## src/rtl/mem_port_arbiter_pkg.sv

```systemverilog
`default_nettype none
// +----------------------------------------------------------------------+
// | mem_port_arbiter_pkg                                                 |
// | Shared types and constants for the IF/MEM unified memory arbiter.    |
// | Revision: 1.0                                                        |
// +----------------------------------------------------------------------+
package mem_port_arbiter_pkg;

  localparam int XLEN             = 32;
  localparam int ADDR_WIDTH       = 32;
  localparam int ARB_STARVE_LIMIT = 4;

  typedef logic [XLEN-1:0]       data_t;
  typedef logic [ADDR_WIDTH-1:0] addr_t;
  typedef logic [3:0]            enable_t;

  typedef enum logic [1:0] {
    ARB_IDLE  = 2'd0,
    ARB_ISSUE = 2'd1,
    ARB_WAIT  = 2'd2
  } arb_state_t;

  typedef enum logic {
    OWNER_IF = 1'b0,
    OWNER_DM = 1'b1
  } arb_owner_t;

endpackage
`default_nettype wire

```

## src/rtl/mem_arb_pick.sv

```systemverilog
`default_nettype none
// +----------------------------------------------------------------------+
// | mem_arb_pick                                                         |
// | Winner selection between fetch and data requests. Data has fixed     |
// | priority; a saturating starvation counter forces a fetch win once    |
// | fetch has lost STARVE_LIMIT arbitration cycles in a row.             |
// | Revision: 1.0                                                        |
// +----------------------------------------------------------------------+
module mem_arb_pick
  import mem_port_arbiter_pkg::*;
#(
  parameter int STARVE_LIMIT = ARB_STARVE_LIMIT
) (
  input  logic clk,
  input  logic rst_n,
  input  logic arb_en,     // arbiter is idle and may grant
  input  logic if_req,
  input  logic dm_req,
  input  logic if_block,   // flush: a fetch may not be granted this cycle
  output logic if_win,
  output logic dm_win
);

  logic [3:0] starve_cnt;
  logic       at_limit;
  logic       if_pick;

  assign at_limit = (starve_cnt == 4'(STARVE_LIMIT));
  // Fetch is preferred only when data is silent or fetch has starved.
  assign if_pick  = if_req & (~dm_req | at_limit);
  // A fetch picked during a flush is dropped, and data does not take its slot.
  assign if_win   = arb_en & if_pick & ~if_block;
  assign dm_win   = arb_en & dm_req & ~if_pick;

  // Count consecutive fetch losses, saturating; clear when fetch is granted.
  always_ff @(posedge clk or negedge rst_n) begin
    if (!rst_n) begin
      starve_cnt <= 4'd0;
    end else if (if_win) begin
      starve_cnt <= 4'd0;
    end else if (dm_win && if_req && !at_limit) begin
      starve_cnt <= starve_cnt + 4'd1;
    end
  end

endmodule
`default_nettype wire

```

## src/rtl/mem_port_arbiter.sv

```systemverilog
`default_nettype none
// +----------------------------------------------------------------------+
// | mem_port_arbiter                                                     |
// | Shares one memory bus between the IF and MEM pipeline stages with    |
// | one outstanding transaction, data priority, fetch anti-starvation,   |
// | per-stage stalls and discard of flushed fetch responses.             |
// | Optional: define ARB_PERF_CNT_EN to add if_wait_cnt_o and            |
// | dm_xact_cnt_o performance counters.                                  |
// | Revision: 1.0                                                        |
// +----------------------------------------------------------------------+
module mem_port_arbiter
  import mem_port_arbiter_pkg::*;
#(
  parameter int STARVE_LIMIT = ARB_STARVE_LIMIT
) (
  input  logic    clk,
  input  logic    rst_n,
  input  logic    flush_i,
  input  logic    if_req_i,
  input  addr_t   if_addr_i,
  output logic    if_gnt_o,
  output logic    if_rvalid_o,
  output data_t   if_rdata_o,
  output logic    if_stall_o,
  input  logic    dm_req_i,
  input  logic    dm_we_i,
  input  enable_t dm_be_i,
  input  addr_t   dm_addr_i,
  input  data_t   dm_wdata_i,
  output logic    dm_gnt_o,
  output logic    dm_rvalid_o,
  output data_t   dm_rdata_o,
  output logic    dm_stall_o,
  output logic    mem_req_o,
  output logic    mem_we_o,
  output enable_t mem_be_o,
  output addr_t   mem_addr_o,
  output data_t   mem_wdata_o,
  input  logic    mem_gnt_i,
  input  logic    mem_rvalid_i,
  input  data_t   mem_rdata_i
`ifdef ARB_PERF_CNT_EN
  ,
  output logic [31:0] if_wait_cnt_o,
  output logic [31:0] dm_xact_cnt_o
`endif
);

  arb_state_t state;
  arb_owner_t owner;
  logic       discard;
  logic       if_win;
  logic       dm_win;
  logic       if_own;
  logic       dm_own;
  logic       rsp_ok;
  logic       drop;

  mem_arb_pick #(
    .STARVE_LIMIT(STARVE_LIMIT)
  ) u_pick (
    .clk      (clk),
    .rst_n    (rst_n),
    .arb_en   (state == ARB_IDLE),
    .if_req   (if_req_i),
    .dm_req   (dm_req_i),
    .if_block (flush_i),
    .if_win   (if_win),
    .dm_win   (dm_win)
  );

  assign if_gnt_o  = if_win;
  assign dm_gnt_o  = dm_win;
  assign mem_req_o = (state == ARB_ISSUE);

  assign if_own = (state != ARB_IDLE) && (owner == OWNER_IF);
  assign dm_own = (state != ARB_IDLE) && (owner == OWNER_DM);
  // Read data is only accepted while a transaction is waiting for it.
  assign rsp_ok = (state == ARB_WAIT) && mem_rvalid_i;
  // A flush coinciding with the response also kills the fetch.
  assign drop   = discard | flush_i;

  assign if_rvalid_o = rsp_ok & if_own & ~drop;
  assign if_rdata_o  = if_rvalid_o ? mem_rdata_i : '0;
  // Stores complete on bus acceptance; loads on returned data.
  assign dm_rvalid_o = dm_own & (rsp_ok | (mem_req_o & mem_gnt_i & mem_we_o));
  assign dm_rdata_o  = (dm_own && rsp_ok) ? mem_rdata_i : '0;

  assign if_stall_o = (if_req_i | if_own) & ~if_rvalid_o;
  assign dm_stall_o = (dm_req_i | dm_own) & ~dm_rvalid_o;

  // Transaction FSM: latch the winner, hold the bus request, await data.
  always_ff @(posedge clk or negedge rst_n) begin
    if (!rst_n) begin
      state       <= ARB_IDLE;
      owner       <= OWNER_IF;
      discard     <= 1'b0;
      mem_we_o    <= 1'b0;
      mem_be_o    <= '0;
      mem_addr_o  <= '0;
      mem_wdata_o <= '0;
    end else begin
      case (state)
        ARB_IDLE: begin
          discard <= 1'b0;
          if (dm_win) begin
            owner       <= OWNER_DM;
            mem_we_o    <= dm_we_i;
            mem_be_o    <= dm_be_i;
            mem_addr_o  <= dm_addr_i;
            mem_wdata_o <= dm_wdata_i;
            state       <= ARB_ISSUE;
          end else if (if_win) begin
            owner       <= OWNER_IF;
            mem_we_o    <= 1'b0;
            mem_be_o    <= 4'hF;
            mem_addr_o  <= if_addr_i;
            mem_wdata_o <= '0;
            state       <= ARB_ISSUE;
          end
        end
        ARB_ISSUE: begin
          if (flush_i && owner == OWNER_IF) discard <= 1'b1;
          if (mem_gnt_i) state <= mem_we_o ? ARB_IDLE : ARB_WAIT;
        end
        ARB_WAIT: begin
          if (mem_rvalid_i) begin
            state   <= ARB_IDLE;
            discard <= 1'b0;
          end else if (flush_i && owner == OWNER_IF) begin
            discard <= 1'b1;
          end
        end
        default: state <= ARB_IDLE;
      endcase
    end
  end

`ifdef ARB_PERF_CNT_EN
  // Stall-cycle and completed-data-transaction counters, wrapping.
  always_ff @(posedge clk or negedge rst_n) begin
    if (!rst_n) begin
      if_wait_cnt_o <= 32'd0;
      dm_xact_cnt_o <= 32'd0;
    end else begin
      if (if_stall_o)  if_wait_cnt_o <= if_wait_cnt_o + 32'd1;
      if (dm_rvalid_o) dm_xact_cnt_o <= dm_xact_cnt_o + 32'd1;
    end
  end
`endif

endmodule
`default_nettype wire

```

## config.mk

```make
export PLATFORM = sky130hd
export DESIGN_NAME = mem_port_arbiter
export DESIGN_NICKNAME = d
export VERILOG_FILES = /design/src/rtl/mem_port_arbiter_pkg.sv /design/src/rtl/mem_arb_pick.sv /design/src/rtl/mem_port_arbiter.sv
export SDC_FILE = /design/constraint.sdc
export NUM_CORES = 1
export LEC_CHECK = 0
export ABC_CLOCK_PERIOD_IN_PS = 2300
export CORE_MARGIN = 1
export CORE_UTILIZATION = 31
export CTS_CLUSTER_DIAMETER = 150
export DETAILED_ROUTE_END_ITERATION = 8
export GPL_ROUTABILITY_DRIVEN = 0
export PLACE_DENSITY = 0.83
export SLEW_MARGIN = 20
export SYNTH_ARGS = -nofsm -noshare
export SYNTH_HDL_FRONTEND = slang
export SYNTH_SLANG_ARGS = --single-unit
```

## constraint.sdc

```tcl
create_clock -name clk -period 2.3 [get_ports clk]
set_input_delay 0.46 -clock clk [delete_from_list [all_inputs] [get_ports clk]]
set_output_delay 0.46 -clock clk [all_outputs]
set_load 0.03 [all_outputs]
```

# Word level (Yosys, flattened, before mapping)
# Cells that the tools add are included.
[totals]
out_inout_bits = 140
regBits = 77
wordCells = 76
[classes]
add_sub_neg = 1
bitwise = 24
n_eq_ne = 6
reduce_logical = 15
mux = 22
[op_table]
columns = ["operator", "count"]
rows = [
  ["$mux 32", 6],
  ["$mux 4", 4],
  ["$and 1x1->1", 12],
  ["$mux 2", 5],
  ["$logic_and 1x1->1", 7],
  ["$not 1->1", 7],
  ["$pmux 2 s3", 1],
  ["$reduce_bool 2->1", 3],
  ["$mux 1", 5],
  ["$or 1x1->1", 5],
  ["$add 4x1->4 const B", 1],
  ["$eq 4x3->1 const B", 1],
  ["$ne 3x3->1 const B", 1],
  ["$pmux 1 s3", 1],
  ["$reduce_and 3->1", 1],
  ["$reduce_bool 3->1", 1],
  ["$eq 2x1->1 const B", 1],
  ["$eq 2x2->1 const B", 1],
  ["$logic_not 2->1", 1],
  ["$ne 2x1->1 const B", 1],
  ["$ne 2x2->1 const B", 1],
  ["$reduce_and 2->1", 1],
  ["$logic_not 1->1", 1],
]

# Depth between registers and ports, before layout
[logic_depth]
ltp_word = 9
ltp_mapped = 10

# Modules after synthesis
# A second synthesis with hierarchy kept.
[unflattened]
hier_cells = 437
area_unflattened_um2 = 3996.3
[by_module_without_submodules]
columns = ["module", "n_inst", "seq_area_each_um2", "area_per_inst_um2", "cells_per_inst"]
rows = [
  ["mem_port_arbiter", 1, 1826.8, 3679.8, 404],
  ["mem_arb_pick", 1, 100.1, 316.6, 33],
]

# Worst setup path before layout
# No wires, ideal clock.
[synth_timing]
kind = "reg-to-output"
from = "register state[0]"
to = "output if_rdata_o[23]"
t_arrival_ns = 1.927
stages_incl_launch_ff = 9
t_required_ns = 1.840
path_buffers = 3
slack_ns = -0.087
path_cell_list = "dfrtp_1 inv_1 ha_1 buf_2 nor4_1 and3_1 clkbuf_1 buf_2 and2_1"
[synth_between]
elab_chain_len = 5
[synth_rtl]
columns = ["element", "line_no", "source"]
rows = [
  ["start, declared", "mem_port_arbiter.sv:49", "arb_state_t state;"],
  ["start signal, assigned", "mem_port_arbiter.sv:124", "if (mem_gnt_i) state <= mem_we_o ? ARB_IDLE : ARB_WAIT;"],
  ["$eq 2x2->1 / $reduce_bool 2->1 (equally long branches)", "mem_port_arbiter.sv:79, mem_port_arbiter.sv:76", ""],
  ["$logic_and 1x1->1 (on tied branches)", "mem_port_arbiter.sv:79, mem_port_arbiter.sv:76", ""],
  ["$and 1x1->1 * (2 in series)", "mem_port_arbiter.sv:83", "assign if_rvalid_o = rsp_ok & if_own & ~drop;"],
  ["net if_rvalid_o", "mem_port_arbiter.sv:22", "output logic if_rvalid_o,"],
  ["$mux 32 *", "mem_port_arbiter.sv:84", "assign if_rdata_o = if_rvalid_o ? mem_rdata_i : '0;"],
  ["end, declared", "mem_port_arbiter.sv:23", "output data_t if_rdata_o,"],
]
# Mark *: on every way through the listed nets, which the timed path passes. The rest lies on a longest branch.

# Worst setup path in the final report
[layout_timing]
from = "register state[0]"
to = "output if_rdata_o[14]"
[layout_between]
elab_chain_len = 5
[layout_rtl]
columns = ["element", "line_no"]
rows = [
  ["$eq 2x2->1 / $reduce_bool 2->1 (equally long branches)", "mem_port_arbiter.sv:79, mem_port_arbiter.sv:76"],
  ["$logic_and 1x1->1 (on tied branches)", "mem_port_arbiter.sv:79, mem_port_arbiter.sv:76"],
  ["$and 1x1->1 * (2 in series)", "mem_port_arbiter.sv:83"],
  ["$mux 32 *", "mem_port_arbiter.sv:84"],
]
# Mark *: on every way between the ends. The rest lies on a longest branch, timed or not.

==> flow_summary.yaml <==
run_status:
  status: "finished, final reports clean"
power_and_ir_drop:
  power_frac_clock_pct: 17.5
  intPower_uw: 4960
  total_power_uw: 8440
  power.density_nw_per_um2: 1160
  seqPwrFrac_pct: 27.2
  p_switching_uw: 3490
  ir_drop_mv: 0.624
  power.leakage_uw: 0.00341
  pwr-share-comb_pct: 55.3
  swShare_pct: 41.3
setup_path:
  max_stage_delay_ns: 0.36
  crit_type: "reg2out"
  path_common_cell: "buf_6"
  rr_worst_depth: 8
  worst-path-max-fanout: 8
  r2r-start: "state[0]$_DFFE_PN0P_"
  path_cells: "inv_2 > ha_4 > nor4_2 > and3_4 > buf_6 > buf_16 > and2_4 > buf_6"
  crit_slowest_cell: "dfrtp_1"
  start_kind: "flip-flop"
  r2r-end: "mem_addr_o[1]$_DFFE_PN0P_"
  cp.arrival_ns: 1.80
  rrSetupSlack_ns: 0.35
  cp.required_ns: 1.84
  worst_setup_path_end_kind: "output port"
sta:
  worst-slew-pin-transition_ns: 0.426
  setup_viol: 0
  fmaxAchievable_mhz: 442
  min_period_ns: 2.26
  rsz0062_at_grt: "true"
  layout_worst_path_cycle_share_pct: 98.5
  final-max-slew-violation-count: 0
  fin_skew_ns: 0.00622
  finalHoldViolCount: 0
  max-slew-margin-rel_pct: 71.6
placed_design:
  io_buffer_count: 279
  dpl.cell_count: 769
  place_hpwl_microns: 9900
yosys:
  yosysSeqAreaShare_pct: 50.9
  ys_ff_latch: 77
  synth_fp_nets: 504
  yosys_warnings: 0
  synth_cell_types: 38
  synth_mux_area_share_pct: 8.72
  netlist_area_sq_um: 3790
  synth_top_family_by_area: "simple AND/OR/NAND/NOR gates"
  synth_compound_area_share_pct: 16.1
  synth_simple_gate_area_share_pct: 17.1
  synth_area_per_cell_sq_um: 10.6
  yosys.area_share.xor_xnor_pct: 0.694
  syn_inst: 358
  synth_adder_area_share_pct: 1.98
clocking:
  cts.sinks: 77
  cts_buffers: 9
  clk_pin_slew_ns: 0.06
  clockBufferDepth: 2
  clockRootBuffer: "clkbuf_16"
  hold_buffers: 0
  insertion_delay_ns: 0.32
  cts_tree: "yes"
  htree_num_levels: 3
route:
  wl_met1_microns: 4410
  first_pass_iters: 4
  wl_met3_microns: 822
  vias: 3833
  routed_wl_microns: 12900
  post_drt_wl_per_cell_microns: 16.3
  route.met2.wl_microns: 7080
  via_per_inst: 4.84
  drt_iter0_drc: 107
  drc: 0
  drtAntennaViolNets: 0
  top_layer: "met4"
grt:
  grt_overflow_total: 0
  grt_max_degree: 60
  gr-usage-all-layers_pct: 20.1
  grt_pass1_vias: 3918
  grt_pass1_wl_microns: 19500
  antenna_found_initial: 1
cells_and_area:
  nets: 785
  fillers: 932
  multi_input_area_sq_um: 1810
  fin_cells: 792
  layout-drive-gt1-share_pct: 23.0
  seq_area_sq_um: 1930
  area_growth_pct: 92.5
floorplanning:
  die_w_microns: 113
  fp.dieH_microns: 113
  pin_count: 280
  dieArea_sq_um: 12700
  initial_core_util_pct: 31.7
  fp.coreArea_sq_um: 12000
  num_rows: 40
worst_hold_path:
  hp-class: "in2async"
job:
  cap_violations: 0
power by group through the flow:
stage / registers, uW / clock network (uW) / logic [uW]
floorplan: 3290 / 0 / 1600
global placement: 2290 / 0 / 4460
detailed placement: 2310 / 0 / 4570
CTS: 2300 / 1520 / 4680
global route: 2360 / 1580 / 4960
finish: 2300 / 1480 / 4660
worst max-delay path, delay by kind of cell, from the launching register on:
kind / cells / cell delay (ns)
DFF: 1 / 0.36
and+or+nand+nor: 3 / 0.48
adders and majority gates: 1 / 0.18
buffers and inverters: 4 / 0.45
synth_stat cells, drive strengths merged:
cell     n  share of area [%]
a211oi   1               0.20
a21boi   1               0.20
a21o     1               0.20
a21oi    1               0.13
a221oi   1               0.23
a22o    33                7.6
a32o     1               0.26
a32oi    1               0.73
a41o     1               0.26
and2    65                 11
and3     3               0.50
and3b    1               0.23
buf     16                2.5
clkbuf  11                1.1
clkinv   1              0.099
dfrtp   77                 51
ha       6                2.0
inv      7               0.69
mux2i   33                8.7
nand2   35                3.5
nand2b   1               0.17
nand3    1               0.13
nand3b   1               0.20
nand4    2               0.33
nor2     7               0.69
nor2b    1               0.17
nor3b    1               0.20
nor4     1               0.17
o21ai   37                4.9
o22a     5                1.2
o41ai    1               0.23
or2      1               0.17
xnor2    1               0.23
xor2     2               0.46
timing repair:
item / 4_1_cts / 5_1_grt
setup buffers: 5 / 0
resized for setup: 41 / 26
cloned: 2 / 0
pin swaps: 2 / 7
endpoints found under the hold margin: 0 / 0
setup endpoints to repair: 68 / 67
flip-flops by register name (all words and copies together), names as in the netlist:
| signal | cells |
|---|---|
| owner | 1 |
| discard | 1 |
| mem_addr_o | 32 |
| mem_we_o | 1 |
| state | 2 |
| u_pick.starve_cnt | 4 |
| mem_be_o | 4 |
| mem_wdata_o | 32 |
cells in the final DEF (no fill, tap or decap), drive strengths merged, types with 2 or more instances in the layout:
| master | n |
|---|---|
| clkinv | 4 |
| mux2i | 33 |
| clkinvlp | 2 |
| ha | 6 |
| and3 | 3 |
| o22a | 5 |
| clkdlybuf4s50 | 207 |
| clkbuf | 9 |
| nor2 | 7 |
| bufinv | 2 |
| inv | 7 |
| a22o | 33 |
| o21ai | 37 |
| nand2 | 35 |
| xor2 | 2 |
| buf | 89 |
| dfrtp | 77 |
| nand4 | 2 |
| and2 | 65 |
through the flow:
stage | TNS (ns) | hold WS [ns] | instance area [sq um] | utilization (%) | worst slack (ns)
6_report | 0 | 0.0701 | 7290 | 61.0 | 0.0355
3_5_place_dp | 0 | 0.431 | 6710 | 56.1 | 0.0836
4_1_cts | 0 | 0.0756 | 7260 | 60.7 | 0.0198
5_1_grt | -1.51 | 0.0946 | 7290 | 61.0 | -0.0495
2_1_floorplan | 0 | 0.164 | 3830 | - | 0.0401
3_3_place_gp | 0 | 0.429 | 6710 | 56.1 | 0.142
cell type report:
type / instances / share of cell area [%]
well taps: 147 / 2.52
clock inverters: 7 / 1.24
diodes: 1 / 0.0343
flip-flops and latches: 77 / 26.4
inverters: 8 / 0.412
multi-input cells: 246 / 24.9
repair buffers: 297 / 41.4
clock buffers: 9 / 3.09
layer usage:
metal | up-vias | track usage (%)
li1 | 1801 | -
met1 | 1801 | 19.4
met2 | 195 | 38.9
met4 | 0 | 11.3
met5 | - | 0
met3 | 36 | 4.81
worst max path at each step:
stage | from | slack, ns | depth (start not counted) | endpoint
floorplan | state[0]$_DFFE_PN0P_ | 0.04 | 8 | if_rdata_o[10]
global placement | if_req_i | 0.14 | 5 | mem_addr_o[0]$_DFFE_PN0P_
detailed placement | if_req_i | 0.08 | 5 | mem_addr_o[1]$_DFFE_PN0P_
CTS | state[0]$_DFFE_PN0P_ | 0.02 | 7 | if_gnt_o
global route | state[0]$_DFFE_PN0P_ | -0.05 | 7 | if_rdata_o[27]
finish | state[0]$_DFFE_PN0P_ | 0.04 | 8 | if_rdata_o[14]
cell families (layout without fill, tap and decap cells):
group,count (synthesis),after routing
simple gates,120,120
fa+ha+maj,6,6
xor+xnor,3,3
compound gates,84,84
flops,77,77
buf+inv,35,321
other cells,0,1
mux,33,33
Note: power is estimated with default switching activity, not from simulation.
